### src/rtl/l2k_pkg.sv
`default_nettype none
// ============================================================================
//  Module   : l2k_pkg
//  Purpose  : Shared definitions for the l2k walker and MMU: command codes,
//             walker states, descriptor valid bit and TLB entry layout.
//  Revision : 1.0 - initial release
// ============================================================================
package l2k_pkg;

   // MMU command codes
   localparam logic [1:0] CMD_WRITE = 2'd0;
   localparam logic [1:0] CMD_READ  = 2'd1;
   localparam logic [1:0] CMD_NONE  = 2'd3;

   // Bit of a PDE/PTE word that marks the descriptor as present
   localparam int PTE_VALID_BIT = 0;

   // Walker states
   typedef enum logic [2:0] {
      ST_IDLE  = 3'd0,
      ST_PDE   = 3'd1,
      ST_PTE   = 3'd2,
      ST_FILL  = 3'd3,
      ST_FAULT = 3'd4
   } ptw_state_e;

   // TLB entry layout as seen by the MMU (64 bits, MSB first)
   typedef struct packed {
      logic        rsvd;
      logic [19:0] vpn;
      logic [10:0] asid;
      logic [31:0] pte;
   } tlb_entry_t;

   // Descriptor address: table base (4 KiB aligned) plus word index, no carry
   function automatic logic [31:0] walk_addr(input logic [19:0] base,
                                             input logic [9:0]  index);
      return {base, index, 2'b00};
   endfunction

endpackage
`default_nettype wire

### src/rtl/l2k_ptw.sv
`default_nettype none
// ============================================================================
//  Module   : l2k_ptw
//  Purpose  : Two-level hardware page-table walker. Accepts a TLB miss,
//             reads the PDE and PTE, then writes the TLB entry or reports a
//             fault.
//  Revision : 1.0 - initial release
// ============================================================================
module l2k_ptw
   import l2k_pkg::*;
(
   input  logic        clk,
   input  logic        rst,
   input  logic        miss_valid,
   output logic        miss_ready,
   input  logic [31:0] miss_vaddr,
   input  logic [10:0] miss_asid,
   input  logic [31:0] pgdir,
   output logic        mem_req,
   output logic [31:0] mem_addr,
   input  logic        mem_ack,
   input  logic [31:0] mem_rdata,
   output logic [31:0] entry_addr_out,
   output logic [63:0] entry_out,
   output logic [1:0]  cmd,
   output logic        fault,
   output logic [31:0] fault_vaddr
);

   ptw_state_e  r_state;
   ptw_state_e  w_next_state;
   logic [31:0] r_vaddr;
   logic [10:0] r_asid;
   logic [19:0] r_pde_base;
   logic [31:0] r_pte;
   logic [31:0] r_fault_vaddr;
   logic        w_desc_valid;
   tlb_entry_t  w_entry;
   logic        w_unused_pgdir;

   assign w_desc_valid   = mem_rdata[PTE_VALID_BIT];
   assign fault_vaddr    = r_fault_vaddr;
   // Low pgdir bits are page offset and play no part in the walk
   assign w_unused_pgdir = ^pgdir[11:0];

   // State register; reset abandons any walk in progress
   always_ff @(posedge clk) begin
      if (!rst) r_state <= ST_IDLE;
      else      r_state <= w_next_state;
   end

   // Next-state logic; acks only matter while a read is outstanding
   always_comb begin
      w_next_state = r_state;
      case (r_state)
         ST_IDLE:  if (miss_valid) w_next_state = ST_PDE;
         ST_PDE:   if (mem_ack) w_next_state = w_desc_valid ? ST_PTE  : ST_FAULT;
         ST_PTE:   if (mem_ack) w_next_state = w_desc_valid ? ST_FILL : ST_FAULT;
         ST_FILL:  w_next_state = ST_IDLE;
         ST_FAULT: w_next_state = ST_IDLE;
         default:  w_next_state = ST_IDLE;
      endcase
   end

   // Walk context: miss request, PDE base, PTE and last faulting address
   always_ff @(posedge clk) begin
      if (!rst) begin
         r_vaddr       <= '0;
         r_asid        <= '0;
         r_pde_base    <= '0;
         r_pte         <= '0;
         r_fault_vaddr <= '0;
      end else begin
         if (r_state == ST_IDLE && miss_valid) begin
            r_vaddr <= miss_vaddr;
            r_asid  <= miss_asid;
         end
         if (r_state == ST_PDE && mem_ack && w_desc_valid)
            r_pde_base <= mem_rdata[31:12];
         if (r_state == ST_PTE && mem_ack && w_desc_valid)
            r_pte <= mem_rdata;
         if (w_next_state == ST_FAULT)
            r_fault_vaddr <= r_vaddr;
      end
   end

   // Entry assembled from the finished walk
   always_comb begin
      w_entry      = '0;
      w_entry.rsvd = 1'b0;
      w_entry.vpn  = r_vaddr[31:12];
      w_entry.asid = r_asid;
      w_entry.pte  = r_pte;
   end

   // Outputs decoded from the current state; pgdir is used live during PDE
   always_comb begin
      miss_ready     = 1'b0;
      mem_req        = 1'b0;
      mem_addr       = '0;
      cmd            = CMD_NONE;
      fault          = 1'b0;
      entry_out      = '0;
      entry_addr_out = '0;
      case (r_state)
         ST_IDLE:  miss_ready = 1'b1;
         ST_PDE: begin
            mem_req  = 1'b1;
            mem_addr = walk_addr(pgdir[31:12], r_vaddr[31:22]);
         end
         ST_PTE: begin
            mem_req  = 1'b1;
            mem_addr = walk_addr(r_pde_base, r_vaddr[21:12]);
         end
         ST_FILL: begin
            cmd            = CMD_WRITE;
            entry_addr_out = r_vaddr;
            entry_out      = w_entry;
         end
         ST_FAULT: fault = 1'b1;
         default: ;
      endcase
   end

endmodule
`default_nettype wire

### config.mk
export PLATFORM = sky130hd
export DESIGN_NAME = l2k_ptw
export DESIGN_NICKNAME = d
export VERILOG_FILES = /design/src/rtl/l2k_pkg.sv /design/src/rtl/l2k_ptw.sv
export SDC_FILE = /design/constraint.sdc
export NUM_CORES = 1
export LEC_CHECK = 0
export CORE_ASPECT_RATIO = 0.7
export CORE_MARGIN = 2
export CORE_UTILIZATION = 30
export DETAILED_ROUTE_END_ITERATION = 7
export PLACE_DENSITY_LB_ADDON = 0.15
export SYNTH_ARGS = -nofsm -noshare
export SYNTH_HDL_FRONTEND = slang
export SYNTH_SLANG_ARGS = --single-unit
export TNS_END_PERCENT = 5
### constraint.sdc
create_clock -name clk -period 2.5 [get_ports clk]
set_clock_uncertainty 0.15 [all_clocks]
set_input_delay 0.25 -clock clk [delete_from_list [all_inputs] [get_ports clk]]
set_output_delay 0.25 -clock clk [all_outputs]
set_load 0.03 [all_outputs]
==> impl_metrics.json <==
{
  "status": "completed",
  "criticalPathCategory": "reg2out",
  "crit_chain": "nand2_1 -> nor2_4 -> buf_12 -> and2_1 -> dlygate4sd2_1",
  "gp_congestion": 0.762,
  "ys_types": 27,
  "die_w_um": 171,
  "clockBufferDepth": 2,
  "drt_first_pass_iters": 5,
  "pin_count": 276,
  "finalHoldViolCount": 0,
  "clock-sinks": 130,
  "synth_warnings": 0,
  "wire_per_inst_um": 15.3,
  "drv_slew": 0,
  "rr_endpoint": "r_asid[1]",
  "postSynthCellCount": 696,
  "postCtsHoldBufs": 0,
  "endpoint_kind": "output pin",
  "min_period_ps": 2380,
  "insertion_delay_ps": 420,
  "cts-root-buf": "clkbuf_16",
  "ir_worst_vdd_mv": 0.330,
  "postCtsSetupBuffers": 0,
  "seq_area_frac_synth_pct": 44.5,
  "p_leak_uw": 0.00359,
  "drt_iter0_markers": 225,
  "holdCritPathClass": "in2reg",
  "cp_max_fo": 48,
  "path_clk_slew_ps": 60,
  "die_area_um2": 20700,
  "synth_area_um2": 5850,
  "num_rows": 42,
  "r2r_start": "r_state[0]",
  "initial_utilization_pct": 30.8,
  "placed_cell_area_um2": 8340,
  "antenna_cells": 0,
  "setup_viol": 0,
  "critPathCapture": "entry_out[24]",
  "grt_pass1_vias": 4998,
  "setup.worst_path.start": "r_state[0]",
  "critPathTopFamily": "buffers and inverters",
  "cpPeakStageDelay_ps": 480,
  "fmax_mhz": 421,
  "crit_buf_inv": 2,
  "vias": 5279,
  "drc_errors": 0,
  "nets": 1026,
  "powerDensity_nw_per_um2": 624,
  "ys_ff_latch": 130,
  "critPathArrivalTime_ps": 1980,
  "period_share_pct": 95.1,
  "pre_cts_ws_ps": 234,
  "numPortBuffers": 260,
  "routed_wl_um": 18200,
  "place_inst": 1160,
  "core_area_um2": 19000,
  "startpoint_type": "flop",
  "cts_buffers": 17,
  "antenna_found_initial": 0,
  "fin_ws_ps": 124,
  "area_growth_pct": 53.4,
  "die_h_um": 121,
  "grt_start_max_net_pins": 150,
  "rrSetupSlack_ps": 640,
  "cpMaxStageDelayCell": "dfxtp_1",
  "htreeDepth": 4,
  "rsz0062_at_grt": "no",
  "grt_pass1_wl_um": 27800,
  "tns_ps": 0,
  "grt_use_total_pct": 17.6,
  "grt_overflow": 0,
  "ant_nets": 0,
  "maxSlewHeadroom_pct": 59.5,
  "cp.depth": 5,
  "cts_tree": "done",
  "worst_ep_required_time_ps": 2100,
  "drive_above_1_share_pct": 16.9,
  "worst_slew_pin_slew_ps": 607,
  "max_cap_violations": 0,
  "stdcell_area_um2": 8980,
  "rr_worst_depth": 4,
  "viasPerCell": 4.43,
  "final_cells": 1192,
  "syn_avg_cell_area_um2": 8.41,
  "dp_hpwl_um": 12400
}
synth_stat cells:
| library cell | instances | area (µm²) |
|---|---|---|
| nor4b_2 | 1 | 15.0 |
| nor3_1 | 2 | 10.0 |
| buf_2 | 13 | 65.1 |
| nor3b_1 | 1 | 7.51 |
| mux2i_1 | 83 | 831 |
| clkbuf_1 | 36 | 135 |
| a2111oi_0 | 1 | 8.76 |
| and2_1 | 76 | 475 |
| nor2_1 | 6 | 22.5 |
| buf_6 | 3 | 33.8 |
| o31a_1 | 1 | 8.76 |
| clkinv_1 | 1 | 3.75 |
| a22o_1 | 30 | 263 |
| nand3b_1 | 1 | 7.51 |
| inv_1 | 2 | 7.51 |
| a21oi_1 | 44 | 220 |
| nand2_1 | 233 | 875 |
| or2_2 | 1 | 6.26 |
| buf_4 | 24 | 180 |
| nand2b_4 | 1 | 13.8 |
| buf_1 | 1 | 3.75 |
| conb_1 | 1 | 3.75 |
| o21a_1 | 1 | 7.51 |
| or4b_2 | 1 | 10.0 |
| dfxtp_1 | 130 | 2600 |
| a2111oi_4 | 1 | 27.5 |
| nand2b_2 | 1 | 8.76 |
cell families (layout without fill, tap and decap cells):
family	after synthesis	count (layout)	synth area share, %
simple gates	324	324	24.8
buf+inv	80	310	7.33
mux	83	83	14.2
other cells	1	3	0.0641
flops	130	130	44.5
compound gates	78	78	9.15
how the worst min path moves through the flow:
| stage | to | cells past startpoint | start | slack (ps) |
|---|---|---|---|---|
| floorplan | r_asid[0] | 2 | miss_asid[0] | 240 |
| global placement | r_pte[28] | 2 | r_pte[28] | 290 |
| detailed placement | r_asid[3] | 2 | r_asid[3] | 290 |
| CTS | r_vaddr[26] | 3 | rst | 150 |
| global route | r_vaddr[25] | 3 | rst | 170 |
| finish | r_vaddr[26] | 3 | rst | 160 |
registers in the layout, summed over array words and instances (netlist names):
signal	flops
r_asid	11
r_state	3
fault_vaddr	32
r_pte	32
r_vaddr	32
r_pde_base	20
layout by cell type (no fill, tap or decap), types with 3 or more instances in the layout:
| master | count |
|---|---|
| dlygate4sd2_1 | 24 |
| clkdlybuf4s50_1 | 132 |
| clkbuf_16 | 17 |
| and2_1 | 76 |
| clkinv_4 | 3 |
| mux2i_1 | 83 |
| dfxtp_1 | 129 |
| buf_4 | 108 |
| a22o_1 | 30 |
| nor2_4 | 3 |
| clkdlybuf4s15_1 | 4 |
| nand2_1 | 233 |
| conb_1 | 3 |
| buf_12 | 6 |
| bufinv_16 | 5 |
| a21oi_1 | 44 |
stage by stage:
stage / util [%] / hold WS [ps] / total power (µW)
floorplan: - / 236 / 2580
global placement: 43.9 / 288 / 2900
detailed placement: 43.9 / 292 / 2900
CTS: 47.1 / 152 / 5690
global route: 47.2 / 173 / 5830
finish: 47.2 / 158 / 5610
layout make-up:
type | instances | area, µm²
repair buffers | 275 | 2510
inverters | 3 | 11.3
well taps | 264 | 330
clock buffers | 20 | 447
clock inverters | 12 | 205
fillers | 1909 | 10000
multi-input cells | 488 | 2870
flip-flops and latches | 130 | 2600
timing repair:
| item | in CTS | in global routing |
|---|---|---|
| gates resized for setup | 30 | 5 |
| setup endpoints to repair | 48 | 23 |
| pin swaps | 0 | 0 |
| endpoints found under the hold margin | 0 | 0 |
| cloned | 0 | 0 |
layer usage:
| metal | GRT usage (%) | wire, µm | vias up |
|---|---|---|---|
| li1 | - | - | 2676 |
| met1 | 24.5 | 8980 | 2427 |
| met2 | 26.0 | 7670 | 168 |
| met3 | 5.68 | 1420 | 8 |
| met4 | 4.87 | 155 | 0 |
| met5 | 0 | 0 | - |
worst min-delay path, delay by kind of cell:
kind            cells  cell delay (ps)
buf+inv             2              350
compound gates      1               60
where the power goes:
part	switching [µW]	internal, µW
Clock	956	1800
Combinational	339	308
Sequential	59.1	2140
Total	1350	4250
Power figures use the tool's default switching activity.
==> RTL edit: new RTL, same flow settings <==
Reset style: asynchronous (`rst`), changed in 2 clocked blocks.
--- a/src/rtl/l2k_ptw.sv
+++ b/src/rtl/l2k_ptw.sv
@@ -44,7 +44,7 @@
    assign w_unused_pgdir = ^pgdir[11:0];
 
    // State register; reset abandons any walk in progress
-   always_ff @(posedge clk) begin
+   always_ff @(posedge clk or negedge rst) begin
       if (!rst) r_state <= ST_IDLE;
       else      r_state <= w_next_state;
    end
@@ -63,7 +63,7 @@
    end
 
    // Walk context: miss request, PDE base, PTE and last faulting address
-   always_ff @(posedge clk) begin
+   always_ff @(posedge clk or negedge rst) begin
       if (!rst) begin
          r_vaddr       <= '0;
          r_asid        <= '0;
Formal check against the unedited RTL: differs if rst is asserted again (counterexample within 4 cycles, from zero or initial values and one cycle with rst low); with rst held inactive, the same outputs for 4 cycles.
==> RTL edit against the unedited design <==
- routed wire length fell by 8.1%
- register-to-register slack got worse by 280 ps
- via count fell by 19%
- area after synthesis rose by 2.7%
- critical path depth fell by 1
- sequential share of layout area rose by 6.4 points
- global-route usage fell by 1.5 points
- sequential cell count did not move
- cell area rose by 2.2%
- setup slack improved by 21 ps
Power is not compared: it rests on default switching activity, and its combinational part moved more than twofold at a synthesized area within 25%.
==> RTL edit: results (changes against the unedited design) <==
yosys:
  synthTopCellsByArea: "dfrtp_1 54%, mux2_2 18%, and2_1 7.9%"  # was dfxtp_1 44%, nand2_1 15%, mux2i_1 14%
  syn_area_per_cell_um2: 13.76  # was 8.410 um2
  ys_seq_area_frac: 0.5410  # was 0.4446
  netlist-cell-type-count: 26  # was 27
  synth_xor_area_frac: 0.001457  # was 0
  synth_compound_area_frac: 0.04598  # was 0.09149
  synth.area.mux_share: 0.2541  # was 0.1419
  ys.flop_type: "dfrtp_1"  # was dfxtp_1
  synthTopCellsByCount: "130 x dfrtp_1, 97 x mux2_2, 76 x and2_1, 32 x buf_4, 30 x a22o_1"  # was 233 x nand2_1, 130 x dfxtp_1, 83 x mux2i_1, 76 x and2_1, 44 x a21oi_1
outcome:
  status: "finished clean"  # unchanged
global_routing:
  grt_pass1_vias: 4568  # was 4998
  grtUsageTotal: 0.1603  # was 0.1756
  grt_pass1_wl_um: 26130  # was 27800 um
  grt_antenna_before_repair: 1  # was 0
  grt_max_degree: 77  # was 150
layout:
  drive_gt1_frac: 0.3807  # was 0.1692
  fin_cells: 966  # was 1192
  nFillCells: 1826  # was 1909
  fin_nets: 795  # was 1026
pwr:
  irDropWorstVdd_v: 0.0005098
  leakagePower_nw: 4.340
place:
  place_ws_ps: 278.3  # was 233.7 ps
  hpwl_um: 11960  # was 12390 um
  gp_congestion: 0.7632  # was 0.7615
  dp.cells: 934  # was 1160
setup_path:
  crit_start: "r_state[2]"  # was r_state[0]
  r2r_slack_ps: 360  # was 640 ps
  slowest_stage: "dlygate4sd2_1"  # was dfxtp_1
  cp_data_arrival_time_ps: 1960  # was 1980 ps
  reg2reg_from: "r_state[0]"  # unchanged
  critPathMaxFanout: 35  # was 48
  slowest_delay_ps: 410  # was 480 ps
  r2r_end: "fault_vaddr[27]"  # was r_asid[1]
detailed_routing:
  drt_iter0_drc: 194  # was 225
  wl_per_cell_um: 17.34  # was 15.29 um
  vias: 4274  # was 5279
timing:
  min_period_over_period: 0.9420  # was 0.9505
  relSlewSlack: 0.6464  # was 0.5952
min_path:
  min_path_type: "primary input to async pin"  # was primary input to flop
==> RTL edit: cell count changes after synthesis, sizes merged, moves of 2 or more <==
cell / before / now
inv: 2 / 4
clkbuf: 36 / 11
a2111oi: 2 / 0
dfxtp: 130 / 0
nor2: 6 / 2
dfrtp: 0 / 130
mux2: 0 / 126
mux2i: 83 / 0
nand2: 233 / 2
a21oi: 44 / 1
==> RTL edit: repair_timing <==
action,in CTS,in global routing
hold buffers,1,0
setup endpoints to repair,45,1
hold endpoints to repair,130,0
gates cloned,0,0
resized for setup,45,1
==> RTL edit: layer usage <==
metal / GRT usage / vias up / part of all wire
met1: 0.1995 / 2109 / 0.44
met3: 0.06908 / 16 / 0.091
li1: - / 1978 / -
met2: 0.2475 / 171 / 0.46
met5: 0 / - / 0
met4: 0.06197 / 0 / 0.013
==> RTL edit: per-stage QoR <==
step / total power, mW / hold slack (ps) / utilization / cell area [um2]
final: 11.30 / 101.4 / 0.4647 / 9176
after global routing: 11.95 / 102.9 / 0.4647 / 9176
after CTS: 11.46 / 80.03 / 0.4645 / 9173
after detailed placement: 9.039 / -47.25 / 0.4384 / 8657
after global placement: 8.917 / -48.89 / 0.4384 / 8657
after floorplan: 7.040 / -195.6 / - / 6021
==> RTL edit: layout make-up <==
| cell class | count | area [um2] | area share |
|---|---|---|---|
| well taps | 270 | 337.8 | 0.03681 |
| inverters | 4 | 15.01 | 0.001636 |
| clock inverters | 10 | 111.4 | 0.01214 |
| flip-flops and latches | 130 | 3253 | 0.3545 |
| multi-input cells | 252 | 2420 | 0.2637 |
| clock buffers | 21 | 450.4 | 0.04909 |
| repair buffers | 279 | 2589 | 0.2821 |
==> RTL edit: worst reg2reg max path: cells and delay by family (launching register included) <==
family        cells  cell delay [ps]
buf+inv           2              520
mux               1              300
flops             1              370
simple gates      1              460
xor+xnor          1              210
